===== src/rtl/uart_aes_ctrl.sv =====
// uart_aes_ctrl
//   Command sequencer sitting between a UART byte receiver, an AES-128 core
//   and a UART byte transmitter. Host frames:
//     'K' + 16 bytes : load the 128-bit key (first byte -> [127:120])
//     'P' + 16 bytes : load the plaintext, encrypt, and stream the 16
//                      ciphertext bytes back, MSB byte first
//   A 'P' with no key loaded is answered with the single byte ERR_BYTE.
//
// Ports
//   uart_clock, uart_reset      clock, asynchronous active-high reset
//   rx_data[7:0], rx_valid      receiver byte and level valid (rising edge = new byte)
//   aes_key[127:0]              key register driven to the core
//   aes_plaintext[127:0]        plaintext register driven to the core
//   aes_start                   one-cycle encryption start pulse
//   aes_done, aes_ciphertext    completion pulse and result from the core
//   tx_data[7:0], tx_start      byte to send and one-cycle send request
//   tx_busy                     transmitter busy level
//   key_loaded                  a complete key frame has been accepted
//   frame_error                 one-cycle pulse: inter-byte timeout or dropped byte
//   ctrl_busy                   sequencer is not idle
module uart_aes_ctrl #(
  parameter logic [23:0] TIMEOUT_CYCLES = 24'd500000,
  parameter logic [7:0]  CMD_KEY        = 8'h4B,
  parameter logic [7:0]  CMD_PT         = 8'h50,
  parameter logic [7:0]  ERR_BYTE       = 8'hEE
) (
  input  logic         uart_clock,
  input  logic         uart_reset,
  input  logic [7:0]   rx_data,
  input  logic         rx_valid,
  output logic [127:0] aes_key,
  output logic [127:0] aes_plaintext,
  output logic         aes_start,
  input  logic         aes_done,
  input  logic [127:0] aes_ciphertext,
  output logic [7:0]   tx_data,
  output logic         tx_start,
  input  logic         tx_busy,
  output logic         key_loaded,
  output logic         frame_error,
  output logic         ctrl_busy
);

  typedef enum logic [3:0] {
    S_IDLE, S_LOAD_KEY, S_LOAD_PT, S_START, S_WAIT_AES,
    S_TX_SEND, S_TX_GAP, S_TX_WAIT, S_SEND_ERR
  } state_e;

  state_e        state_q, state_d;
  logic          rx_valid_q;
  logic [127:0]  shadow_q, shadow_d;
  logic [3:0]    cnt_q, cnt_d;
  logic [23:0]   to_q, to_d;
  logic [127:0]  key_q, key_d;
  logic [127:0]  pt_q, pt_d;
  logic          key_loaded_q, key_loaded_d;
  logic [127:0]  tx_q, tx_d;
  logic [3:0]    tx_idx_q, tx_idx_d;
  logic          new_byte;

  // One byte per rising edge of the receiver's level-valid.
  assign new_byte = rx_valid & ~rx_valid_q;

  // NOTE: the wide data registers are plain flops, so they are reset along
  // with the control state; nothing here is a RAM that would forbid it.
  always_ff @(posedge uart_clock or posedge uart_reset) begin
    if (uart_reset) begin
      state_q      <= S_IDLE;
      rx_valid_q   <= 1'b0;
      shadow_q     <= '0;
      cnt_q        <= '0;
      to_q         <= '0;
      key_q        <= '0;
      pt_q         <= '0;
      key_loaded_q <= 1'b0;
      tx_q         <= '0;
      tx_idx_q     <= '0;
    end else begin
      // NOTE: non-blocking assignments in clocked blocks so every register
      // samples the pre-edge values regardless of statement order.
      state_q      <= state_d;
      rx_valid_q   <= rx_valid;
      shadow_q     <= shadow_d;
      cnt_q        <= cnt_d;
      to_q         <= to_d;
      key_q        <= key_d;
      pt_q         <= pt_d;
      key_loaded_q <= key_loaded_d;
      tx_q         <= tx_d;
      tx_idx_q     <= tx_idx_d;
    end
  end

  always_comb begin
    // NOTE: every variable assigned here gets a default first, otherwise a
    // path that skips an assignment would infer a latch.
    state_d      = state_q;
    shadow_d     = shadow_q;
    cnt_d        = cnt_q;
    to_d         = to_q;
    key_d        = key_q;
    pt_d         = pt_q;
    key_loaded_d = key_loaded_q;
    tx_d         = tx_q;
    tx_idx_d     = tx_idx_q;
    aes_start    = 1'b0;
    tx_start     = 1'b0;
    frame_error  = 1'b0;

    case (state_q)
      S_IDLE: begin
        // Counters are held clear here so each frame starts from zero.
        cnt_d = '0;
        to_d  = '0;
        if (new_byte) begin
          if (rx_data == CMD_KEY) begin
            state_d = S_LOAD_KEY;
          end else if (rx_data == CMD_PT) begin
            if (key_loaded_q) begin
              state_d = S_LOAD_PT;
            end else begin
              // Reuse the TX shifter: one byte, index preset to the last slot.
              tx_d     = {ERR_BYTE, 120'd0};
              tx_idx_d = 4'd15;
              state_d  = S_SEND_ERR;
            end
          end
        end
      end

      S_LOAD_KEY, S_LOAD_PT: begin
        if (new_byte) begin
          shadow_d = {shadow_q[119:0], rx_data};
          cnt_d    = cnt_q + 4'd1;
          to_d     = '0;
          if (cnt_q == 4'd15) begin
            if (state_q == S_LOAD_KEY) begin
              key_d        = shadow_d;
              key_loaded_d = 1'b1;
              state_d      = S_IDLE;
            end else begin
              pt_d    = shadow_d;
              state_d = S_START;
            end
          end
        end else if (to_q == TIMEOUT_CYCLES - 24'd1) begin
          // Abandon the partial frame; the shadow is overwritten by the next one.
          frame_error = 1'b1;
          cnt_d       = '0;
          state_d     = S_IDLE;
        end else begin
          to_d = to_q + 24'd1;
        end
      end

      S_START: begin
        aes_start = 1'b1;
        state_d   = S_WAIT_AES;
      end

      S_WAIT_AES: begin
        if (aes_done) begin
          tx_d     = aes_ciphertext;
          tx_idx_d = '0;
          state_d  = S_TX_SEND;
        end
      end

      S_TX_SEND, S_SEND_ERR: begin
        if (!tx_busy) begin
          tx_start = 1'b1;
          state_d  = S_TX_GAP;
        end
      end

      // The transmitter needs a cycle to raise tx_busy after tx_start.
      S_TX_GAP: state_d = S_TX_WAIT;

      S_TX_WAIT: begin
        if (!tx_busy) begin
          if (tx_idx_q == 4'd15) begin
            state_d = S_IDLE;
          end else begin
            tx_idx_d = tx_idx_q + 4'd1;
            tx_d     = {tx_q[119:0], 8'd0};
            state_d  = S_TX_SEND;
          end
        end
      end

      default: state_d = S_IDLE;
    endcase

    // Bytes arriving while the sequencer cannot accept them are dropped.
    if (new_byte && !(state_q inside {S_IDLE, S_LOAD_KEY, S_LOAD_PT}))
      frame_error = 1'b1;
  end

  assign aes_key       = key_q;
  assign aes_plaintext = pt_q;
  assign key_loaded    = key_loaded_q;
  assign tx_data       = tx_q[127:120];
  assign ctrl_busy     = (state_q != S_IDLE);

endmodule


===== config.mk =====
export PLATFORM = sky130hd
export DESIGN_NAME = uart_aes_ctrl
export DESIGN_NICKNAME = d
export VERILOG_FILES = /design/src/rtl/uart_aes_ctrl.sv
export SDC_FILE = /design/constraint.sdc
export NUM_CORES = 1
export LEC_CHECK = 0
export CORE_MARGIN = 2
export CORE_UTILIZATION = 47
export DETAILED_ROUTE_END_ITERATION = 8
export GPL_ROUTABILITY_DRIVEN = 0
export MAX_ROUTING_LAYER = met4
export PLACE_DENSITY = 0.73
export SLEW_MARGIN = 30
export SYNTH_ARGS = -nofsm -noshare
export SYNTH_HDL_FRONTEND = slang
export SYNTH_SLANG_ARGS = --single-unit

===== constraint.sdc =====
create_clock -name uart_clock -period 26 [get_ports uart_clock]
set_input_delay 5.2 -clock uart_clock [delete_from_list [all_inputs] [get_ports uart_clock]]
set_output_delay 5.2 -clock uart_clock [all_outputs]
set_load 0.01 [all_outputs]

; ---- Yosys cells after proc, flatten, opt, wreduce, memory -nomap -nowiden
; Cells that the tools add are included.
[classes]
bitwise = 3
n_reduce_logical = 16
mux = 41
magnitude_cmp = 0
div = 0
mul = 0
eq_ne = 25
n_addsub = 3
shift = 0
[ops]
columns = op, count
row1 = 128-bit two-way mux, 7
row2 = 128-bit one-hot mux with 3 select lines, 1
row3 = 4-bit two-way mux, 18
row4 = 24-bit two-way mux, 2
row5 = 24-bit one-hot mux with 2 select lines, 1
row6 = 4-bit one-hot mux with 7 select lines, 1
row7 = 24-bit by 1-bit adder with 24-bit output (second input constant), 1
row8 = 24-bit by 19-bit equality test with 1-bit output (second input constant), 1
row9 = 4-bit by 3-bit equality test with 1-bit output (second input constant), 4
row10 = 8-bit by 7-bit equality test with 1-bit output (second input constant), 2
row11 = 2-bit inequality test (second input constant), 8
row12 = 4-bit equality test (second input constant), 3
row13 = 3-bit inequality test (second input constant), 4
row14 = 4-bit one-hot mux with 3 select lines, 1
row15 = 4-bit by 1-bit adder with 4-bit output (second input constant), 2
row16 = 4-bit by 2-bit equality test with 1-bit output (second input constant), 2
row17 = 4-bit one-hot mux with 2 select lines, 1
row18 = 4-bit AND reduction, 2
row19 = 8-bit AND reduction, 1
row20 = 1-bit two-way mux, 7
row21 = 7-bit AND reduction, 1
row22 = 2-bit AND reduction, 3
row23 = 3-bit nonzero test, 2
row24 = 4-bit by 1-bit equality test with 1-bit output (second input constant), 1
row25 = 10 further kinds, 12
[word_totals]
output_inout_bits = 269
ramBits = 0
elab_cells = 98
register_bits = 542
memories = 0
inputBits = 141
latch_bits = 0
rom_bits = 0

; ---- Logic depth before layout (Yosys ltp)
[depth]
word_depth = 5
depth_mapped = 9

; ---- Worst setup path after synthesis
; OpenSTA, ideal clock, no wires.
[synth_path]
path_type = in2out
startpoint = input port rx_valid
endpoint = output port frame_error
stages = 3
n_path_buf = 0
setup_slack_ns = 15.127
arrival_ns = 5.673
path_cell_list = nor2b_1 > nor2_1 > a21oi_1
[synth_via]
elab_chain_len = 4
[synth_lines]
columns = element, line
row1 = start: declaration, 30  ; input logic rx_valid,
row2 = 1-bit AND *, 62  ; assign new_byte = rx_valid & ~rx_valid_q;
row3 = 1-bit two-way mux, 132  ; if (new_byte) begin
row4 = 1-bit two-way mux, 110  ; case (state_q)
row5 = 1-bit two-way mux *, 195  ; if (new_byte && !(state_q inside {S_IDLE, S_LOAD_KEY, S_LOAD_PT}))
row6 = end: declaration, 40  ; output logic frame_error,
; Mark *: on every way between the ends. The rest lies on a longest branch, timed or not.

; ---- Final worst setup path
; Ends and elaborated chain as after synthesis.

==> results_dict.tcl <==
set metrics [dict create \
    outcome "complete, no violations" \
    maxCapViolCount 0 \
    vdd_drop_max_uv 84.9 \
    worstReg2RegEnd "tx_q[55]" \
    synth-edff-count 0 \
    overflow 0 \
    first_iter_violations 1030 \
    setup_viol 0 \
    cts_hold_buffers 0 \
    avgViaCountPerCell 5.44 \
    cp_max_fo 4 \
    ys_ff_latch 542 \
    post-route-drc-count 0 \
    synth_ff_type "dfrtp_1" \
    dieArea_um2 49900 \
    grtUsageTotal 0.251 \
    num_vias 15236 \
    final.setup.tns_ns 0 \
    clkTransAtPathRegs_ns 0.06 \
    worstMarginPinSlew_ns 0.943 \
    finalHoldViolations 0 \
    port_buffers 409 \
    cp-start-kind "input pin" \
    p_leak_nw 14.1 \
    ys_warn_count 0 \
    endpoint_kind "primary output" \
    ant_nets 0 \
    fmax_mhz 83.8 \
    synthArstFlopShare 1.00 \
    antenna_found_initial 3 \
    ys_seq_area_frac 0.600 \
    min_path_type "flop to flop" \
    synth_fp_nets 1918 \
    period_needed_ns 11.94 \
    root_buffer "clkbuf_16" \
    yosysTopAreaCell "dfrtp_1" \
    cts_resized 0 \
    finClkSkew_ns 0.0241 \
    finalNetCount 2285 \
    critical_path_class "input pin to primary output" \
    area_growth_pct 28.5 \
    final_common_cell "dfrtp_1" \
    die_w_um 223 \
    power.density_nw_per_um2 86.4 \
    wire_per_inst_um 21.6 \
    maxSlewViolCount 0 \
    io_pins 410 \
    timing.hold.ws_ns 0.497 \
    cts_htree_levels 2 \
    post_cts_buffers 0 \
    grt_pass1_vias 16135 \
    worstPathRequired_ns 20.80 \
    post-route-period-util 0.459 \
    syn_inst 1774 \
    worstPathArrival_ns 6.74 \
    critPathCapture "frame_error" \
    cts_tree "done" \
    clkLatencyLatePin_ns 0.61 \
    worstRegToRegCells 6 \
    core_um2 47600 \
    rsz0062_at_grt "no" \
    initial_core_util 0.474 \
    rows 80 \
    die_y_um 223 \
    max-clock-path-buffers 3 \
    grt_max_degree 186 \
    r2r_setup_slack_ns 22.30 \
    drive_above_1_share 0.231 \
    first_pass_iters 7 \
    synthDistinctLibCells 59 \
    syn_avg_cell_area_um2 12.7 \
    relSlewSlack 0.367 \
    wl_um 60500 \
    netlist_area_um2 22600 \
    grt_pass1_wl_um 94500 \
    synthTopCellsByArea "dfrtp_1, mux2_2, nand2_1" \
    cp-startpoint "rx_valid" \
    cts-buffers-inserted 57 \
    r2r-start "state_q[1]" \
    p_total_mw 2.51 \
    final.fill_count 3696 \
    yosys.area.top_type_share 0.600 \
    cts_sinks 542 \
    final_cell_mix "dfrtp_1, clkdlybuf4s50_1, nand2_1, mux2_2, a22o_1" \
    dp_hpwl_um 39900 \
]
[worst max-delay path, stage by stage]
cell and delay (ns):
clkdlybuf4s50_1 0.51, nor2b_1 0.26, nor2_1 0.08, a21oi_1 0.14, clkdlybuf4s50_1 0.56
[worst min-delay path by stage]
stage,from,to,slack [ns],depth (start not counted)
after detailed placement,shadow_q[115],shadow_q[115],0.49,2
after global routing,aes_key[112],aes_key[112],0.51,1
after floorplan,shadow_q[112],shadow_q[112],0.46,2
after CTS,shadow_q[116],shadow_q[116],0.50,2
after global placement,shadow_q[112],shadow_q[112],0.48,2
final,shadow_q[116],shadow_q[116],0.50,2
[registers in the layout, summed over array words and instances, names as in the netlist]
register	flops
aes_key	128
aes_plaintext	128
cnt_q	4
key_loaded	1
rx_valid_q	1
shadow_q	120
state_q	4
to_q	24
tx_idx_q	4
tx_q	128
[cells by family (layout without fill, tap and decap cells)]
group | count (synthesis) | in the layout | share of synthesized area
compound gates | 184 | 184 | 0.0659
fa+ha+maj | 3 | 3 | 0.00166
other cells | 0 | 3 | 0
simple gates | 515 | 515 | 0.0976
xor+xnor | 6 | 6 | 0.00232
flops | 542 | 542 | 0.600
buf+inv | 134 | 542 | 0.0273
mux | 390 | 390 | 0.205
[metal layers]
layer | global-route usage | vias up | part of all wire
met3 | 0.0765 | 85 | 0.079
met4 | 0.0783 | 0 | 0.029
met1 | 0.313 | 7828 | 0.42
met2 | 0.393 | 410 | 0.47
li1 | - | 6913 | -
met5 | - | - | 0
[cell usage after synthesis (7+ instances only)]
cell and count:
a21oi_1 12, a22o_1 116, buf_2 20, buf_4 8, buf_6 8, clkbuf_1 79
dfrtp_1 542, inv_1 14, mux2_2 312, mux2_4 69, mux2i_1 9, nand2_1 402
nand3_1 19, nor2_1 17, nor3_1 9, o211ai_1 16, o21ai_0 12, o22ai_1 7
or4_1 13
[metrics by stage]
step	std cells	setup WS [ns]	utilization	cell area, um2
global route	2800	13.95	0.610	29100
detailed placement	2695	14.07	0.569	27100
floorplan	1774	5.65	-	22600
finish	2800	14.06	0.610	29100
global placement	2694	14.00	0.569	27100
CTS	2795	14.06	0.609	29000
[layout make-up]
type                       count  area [um2]  share of cell area
clock inverter                17         173             0.00594
inverter                      14        60.1             0.00207
sequential                   542       13600               0.467
tap                          615         769              0.0265
clock buffer                  83        1700              0.0584
antenna                        3        7.51            0.000258
timing repair buffer         428        4310               0.148
multi-input combinational   1098        8480               0.292
[power by group]
part	internal (mW)	total, mW	switching (mW)
clock network	0.479	0.816	0.337
logic	0.352	0.697	0.345
registers	0.929	0.997	0.0684
total	1.76	2.51	0.750
Power figures use the tool's default switching activity.
